### src/rtl/sel_dist_1_4_2bits_if.sv
// Producer/consumer bundle for the 1-to-4 distributor. Build option DIST_LAST_EN
// adds the IN_LAST / OUT_LAST packet-boundary signals.
interface sel_dist_1_4_2bits_if #(
  parameter int W = 2
);
  logic [W-1:0] IN;
  logic         IN_VALID;
  logic         IN_READY;
  logic [1:0]   SEL;
  logic         AUTO;
  logic [W-1:0] A;
  logic [W-1:0] B;
  logic [W-1:0] C;
  logic [W-1:0] D;
  logic [3:0]   OUT_VALID;
  logic [3:0]   OUT_READY;
  logic [1:0]   PTR;
`ifdef DIST_LAST_EN
  logic         IN_LAST;
  logic [3:0]   OUT_LAST;

  modport master (
    output IN, IN_VALID, SEL, AUTO, OUT_READY, IN_LAST,
    input  IN_READY, A, B, C, D, OUT_VALID, PTR, OUT_LAST
  );
  modport slave (
    input  IN, IN_VALID, SEL, AUTO, OUT_READY, IN_LAST,
    output IN_READY, A, B, C, D, OUT_VALID, PTR, OUT_LAST
  );
`else
  modport master (
    output IN, IN_VALID, SEL, AUTO, OUT_READY,
    input  IN_READY, A, B, C, D, OUT_VALID, PTR
  );
  modport slave (
    input  IN, IN_VALID, SEL, AUTO, OUT_READY,
    output IN_READY, A, B, C, D, OUT_VALID, PTR
  );
`endif
endinterface

### src/rtl/sel_dist_1_4_2bits.sv
// Registered 1-to-4 distributor: one valid/ready input routed to one of four single-entry
// output slots, by SEL or by a round-robin pointer. Build option DIST_LAST_EN adds packet framing.
module sel_dist_1_4_2bits #(
  parameter int W         = 2,
  parameter int RESET_PTR = 0
) (
  input  logic                 CLK,
  input  logic                 RST_N,
  sel_dist_1_4_2bits_if.slave  bus
);
  localparam logic [1:0] PTR_INIT = 2'(RESET_PTR);

  logic [W-1:0] slot_p1 [4];
  logic [3:0]   vld_p1;
  logic [1:0]   ptr_p1;
`ifdef DIST_LAST_EN
  logic [3:0]   last_p1;
`endif

  logic [1:0] tgt;
  logic       in_ready;
  logic       accept;
  logic       ptr_adv;

  // Stage 0: combinational target select and accept decision
  assign tgt      = bus.AUTO ? ptr_p1 : bus.SEL;
  assign in_ready = ~vld_p1[tgt] | bus.OUT_READY[tgt];
  assign accept   = bus.IN_VALID & in_ready;
`ifdef DIST_LAST_EN
  assign ptr_adv  = accept & bus.AUTO & bus.IN_LAST;
`else
  assign ptr_adv  = accept & bus.AUTO;
`endif

  // Stage 1: slot valid flags and round-robin pointer
  always_ff @(posedge CLK or negedge RST_N) begin
    if (!RST_N) begin
      vld_p1 <= '0;
      ptr_p1 <= PTR_INIT;
    end else begin
      for (int i = 0; i < 4; i++) begin
        // A reload of a draining slot keeps it valid for back-to-back throughput
        if (accept && (tgt == 2'(i))) begin
          vld_p1[i] <= 1'b1;
        end else if (bus.OUT_READY[i]) begin
          vld_p1[i] <= 1'b0;
        end
      end
      if (ptr_adv) begin
        ptr_p1 <= ptr_p1 + 2'd1;
      end
    end
  end

  // Stage 1: slot data, held after drain until the next load
  always_ff @(posedge CLK or negedge RST_N) begin
    if (!RST_N) begin
      for (int i = 0; i < 4; i++) begin
        slot_p1[i] <= '0;
      end
`ifdef DIST_LAST_EN
      last_p1 <= '0;
`endif
    end else begin
      for (int i = 0; i < 4; i++) begin
        if (accept && (tgt == 2'(i))) begin
          slot_p1[i] <= bus.IN;
`ifdef DIST_LAST_EN
          last_p1[i] <= bus.IN_LAST;
`endif
        end
      end
    end
  end

  assign bus.IN_READY  = in_ready;
  assign bus.A         = slot_p1[0];
  assign bus.B         = slot_p1[1];
  assign bus.C         = slot_p1[2];
  assign bus.D         = slot_p1[3];
  assign bus.OUT_VALID = vld_p1;
  assign bus.PTR       = ptr_p1;
`ifdef DIST_LAST_EN
  assign bus.OUT_LAST  = last_p1;
`endif

endmodule
### src/flat_wrapper.sv
// flat-port wrapper written by rule: the top's interface ports become plain ports
module sel_dist_1_4_2bits_flat 
#(
  parameter int W         = 2,
  parameter int RESET_PTR = 0
)
  (CLK, RST_N, bus_IN, bus_IN_VALID, bus_SEL, bus_AUTO, bus_OUT_READY, bus_IN_READY, bus_A, bus_B, bus_C, bus_D, bus_OUT_VALID, bus_PTR);
  sel_dist_1_4_2bits_if #(.W(W)) bus_i ();
  input  logic CLK;
  input  logic RST_N;
  input wire logic [$bits(bus_i.IN)-1:0] bus_IN;
  input wire logic [$bits(bus_i.IN_VALID)-1:0] bus_IN_VALID;
  input wire logic [$bits(bus_i.SEL)-1:0] bus_SEL;
  input wire logic [$bits(bus_i.AUTO)-1:0] bus_AUTO;
  input wire logic [$bits(bus_i.OUT_READY)-1:0] bus_OUT_READY;
  output wire logic [$bits(bus_i.IN_READY)-1:0] bus_IN_READY;
  output wire logic [$bits(bus_i.A)-1:0] bus_A;
  output wire logic [$bits(bus_i.B)-1:0] bus_B;
  output wire logic [$bits(bus_i.C)-1:0] bus_C;
  output wire logic [$bits(bus_i.D)-1:0] bus_D;
  output wire logic [$bits(bus_i.OUT_VALID)-1:0] bus_OUT_VALID;
  output wire logic [$bits(bus_i.PTR)-1:0] bus_PTR;
  assign bus_i.IN = bus_IN;
  assign bus_i.IN_VALID = bus_IN_VALID;
  assign bus_i.SEL = bus_SEL;
  assign bus_i.AUTO = bus_AUTO;
  assign bus_i.OUT_READY = bus_OUT_READY;
  assign bus_IN_READY = bus_i.IN_READY;
  assign bus_A = bus_i.A;
  assign bus_B = bus_i.B;
  assign bus_C = bus_i.C;
  assign bus_D = bus_i.D;
  assign bus_OUT_VALID = bus_i.OUT_VALID;
  assign bus_PTR = bus_i.PTR;
  sel_dist_1_4_2bits #(.W(W), .RESET_PTR(RESET_PTR)) u_core (.CLK(CLK), .RST_N(RST_N), .bus(bus_i));
endmodule
### config.mk
export PLATFORM = sky130hd
export DESIGN_NAME = sel_dist_1_4_2bits_flat
export DESIGN_NICKNAME = d
export VERILOG_FILES = /design/src/rtl/sel_dist_1_4_2bits_if.sv /design/src/rtl/sel_dist_1_4_2bits.sv /design/src/flat_wrapper.sv
export SDC_FILE = /design/constraint.sdc
export NUM_CORES = 1
export LEC_CHECK = 0
export CAP_MARGIN = 20
export CORE_MARGIN = 3
export CORE_UTILIZATION = 25
export DETAILED_ROUTE_END_ITERATION = 7
export GPL_ROUTABILITY_DRIVEN = 0
export PLACE_DENSITY = 0.49
export SETUP_SLACK_MARGIN = 0.05
export SLEW_MARGIN = 40
export SYNTH_ARGS = -nofsm -noshare
export SYNTH_HDL_FRONTEND = slang
export SYNTH_SLANG_ARGS = --single-unit
### constraint.sdc
create_clock -name CLK -period 3.85 [get_ports CLK]
set_input_delay 0.77 -clock CLK [delete_from_list [all_inputs] [get_ports CLK]]
set_output_delay 0.77 -clock CLK [all_outputs]
set_load 0.03 [all_outputs]
==> qor.txt <==
Vias in the first global route -> 561
Num Clock Sinks -> 14
Avg WL per Cell -> 13.0 microns
Slew @ Worst Pin -> 0.618 ns
Initial core utilization -> 0.264
Die Y -> 57.4 microns
Pre-CTS WS -> 0.287 ns
Hold path startpoint -> u_core.bus.B[0]$_DFFE_PN0P_
Num CTS Buffers -> 3
#FFs+latches synth -> 14
Worst setup SP type -> input port
CTS max path bufs -> 2
Syn avg cell area -> 12.7 sq um
Area share of the largest cell type after synthesis -> 0.530
Crit path from -> bus_AUTO
Fin crit period -> 3.55 ns
Max Transition Viols Final -> 0
# diodes -> 0
Die ar. -> 3300 sq um
First-pass GRT wire length -> 2480 microns
Outcome -> finished, final reports clean
Synth Cell Area -> 661 sq um
Crit path max-delay family -> buffers and inverters
DP Cell Count -> 107
Final hold slack -> 0.515 ns
Area grow syn2layout -> 48.9%
Die width -> 57.4 microns
Drt drc -> 0
GRT overflow -> 0
Fin util -> 0.393
Post-synthesis cell type count -> 16
Clk_skew -> 0.00191 ns
Skew-Pair Late Insertion Delay -> 0.27 ns
Initial antenna violation count -> 0
Final HPWL from detailed placement -> 1130 microns
Worst path bufs/invs -> 2
Seq/Total Area, Yosys -> 0.530
Worst Path Required -> 3.08 ns
Ratio of cells with drive above 1 in the final layout -> 0.185
Cell area after layout -> 983 sq um
Fin nets -> 94
Maximum vdd drop -> 0.469 mV
GR Util All Layers -> 0.0988
Hold Crit Class -> reg2reg
Post-synth EDFFs -> 0
Net count after synthesis -> 64
Count of hold-fix buffers inserted at cts -> 0
Met3 WL -> 126 microns
Max cap viols -> 0
Top routing layer in use -> met3
Htree depth -> 1
Ys flop type -> dfrtp_1
Post-Route WL -> 1450 microns
Non-filler cells, final -> 111
Largest net degree at the start of global routing -> 15
Placed Area -> 947 sq um
Crit path cell chain -> clkdlybuf4s50_1 -> mux2_4 -> mux2i_1 -> mux2i_1 -> clkdlybuf4s50_1
Synth Warn # -> 0
Clock Root Buffer -> clkbuf_4
Max Fclk -> 281 MHz
Core Area -> 2500 sq um
Post-CTS setup buffer count -> 0
CP max stage cell -> clkdlybuf4s50_1
Top post-synthesis cells by count -> dfrtp_1, mux2_2, nand2_1
Yosys top cell by area -> dfrtp_1
Hold Fails Final Rpt -> 0
Final setup fails -> 0
CTS tree -> yes
Rows -> 18
Final worst path period share -> 0.923
Port bufs -> 26
Worst path max stage delay -> 0.69 ns
Relative slew slack -> 0.587
Crit-path max FO -> 6
Routed vias/inst -> 4.46
FFs w/ async S/R, synth -> 1.00
CP Class -> in2out
Worst r2r src -> u_core.bus.PTR[1]$_DFFE_PN0P_
IO Count -> 27
Most frequent cell after synthesis -> dfrtp_1
Met1 Wirelength -> 677 microns
Critical path data arrival time -> 2.78 ns
Pre-antenna DRT Iters -> 4
Routed wl met2 -> 644 microns
Pwr/cell area -> 750 nW/um^2
Setup_tns -> 0 ns
Via count -> 495
PostCTS Resize Cnt -> 0
Worst-path clk slew -> 0.08 ns
Final WS setup -> 0.297 ns
Initial DRC count -> 5
Antenna Violating Nets Remaining -> 0
Cells after Synth -> 52
Pwr Total -> 738 uW
RSZ-0062 raised after global routing -> no
Top post-synthesis cells by area -> dfrtp_1, mux2_2, mux2i_1
Crit. End Element -> output pin
Leak -> 0.422 nW
-- state kept, by name, summed over array words and instances, names as in the netlist --
| name | count |
|---|---|
| u_core.bus.A | 2 |
| u_core.bus.B | 2 |
| u_core.bus.C | 2 |
| u_core.bus.D | 2 |
| u_core.bus.OUT_VALID | 4 |
| u_core.bus.PTR | 2 |
-- cells by family after synthesis --
family | Yosys count | synth area share
AND/OR/NAND/NOR | 17 | 0.134
multiplexers | 15 | 0.277
flip-flops | 14 | 0.530
AO/OA/AOI/OAI | 5 | 0.0417
buffers and inverters | 1 | 0.0170
-- cell usage in the layout, fill, tap and decap left out --
master,netlist,final
clkdlybuf4s50_1,0,26
dfrtp_1,14,14
mux2_2,8,8
nand2_1,5,5
nand2b_1,4,4
mux2i_1,4,4
nand4_1,4,4
o21ai_0,3,3
clkbuf_4,0,3
mux2_4,2,2
mux2i_4,1,1
o31ai_1,1,1
nor2b_1,1,1
nand3_1,1,1
nor3_1,1,1
a21oi_1,1,1
nor2_1,1,1
clkbuf_8,0,1
-- power breakdown --
group	internal (mW)	switching, mW
sequential	0.208	0.0408
combinational	0.179	0.208
clock	0.0574	0.0438
-- area by class of cell --
class | count | area [sq um]
Fill cell | 259 | 1520
Sequential cell | 14 | 350
Multi-Input combinational cell | 37 | 299
Timing Repair Buffer | 26 | 260
Tap cell | 30 | 37.5
Clock buffer | 4 | 36.3
-- per-layer routing --
layer  vias up  GRT usage
met3         0     0.0385
met1       231      0.133
li1        247          -
met2        17      0.147
met5         -          0
met4         0     0.0298
-- worst paths after layout --
check / slack [ns] / depth (start not counted) / end
max: 0.30 / 5 / bus_IN_READY
min in group asynchronous: 0.88 / 1 / u_core.bus.D[1]$_DFFE_PN0P_
min reg2reg: 0.52 / 1 / u_core.bus.B[0]$_DFFE_PN0P_
max reg2reg: 2.44 / 3 / u_core.bus.D[0]$_DFFE_PN0P_
min: 0.52 / 1 / u_core.bus.B[0]$_DFFE_PN0P_
max in group asynchronous: 2.57 / 1 / u_core.bus.PTR[1]$_DFFE_PN0P_
No activity file was read; power rests on OpenSTA's default activity.
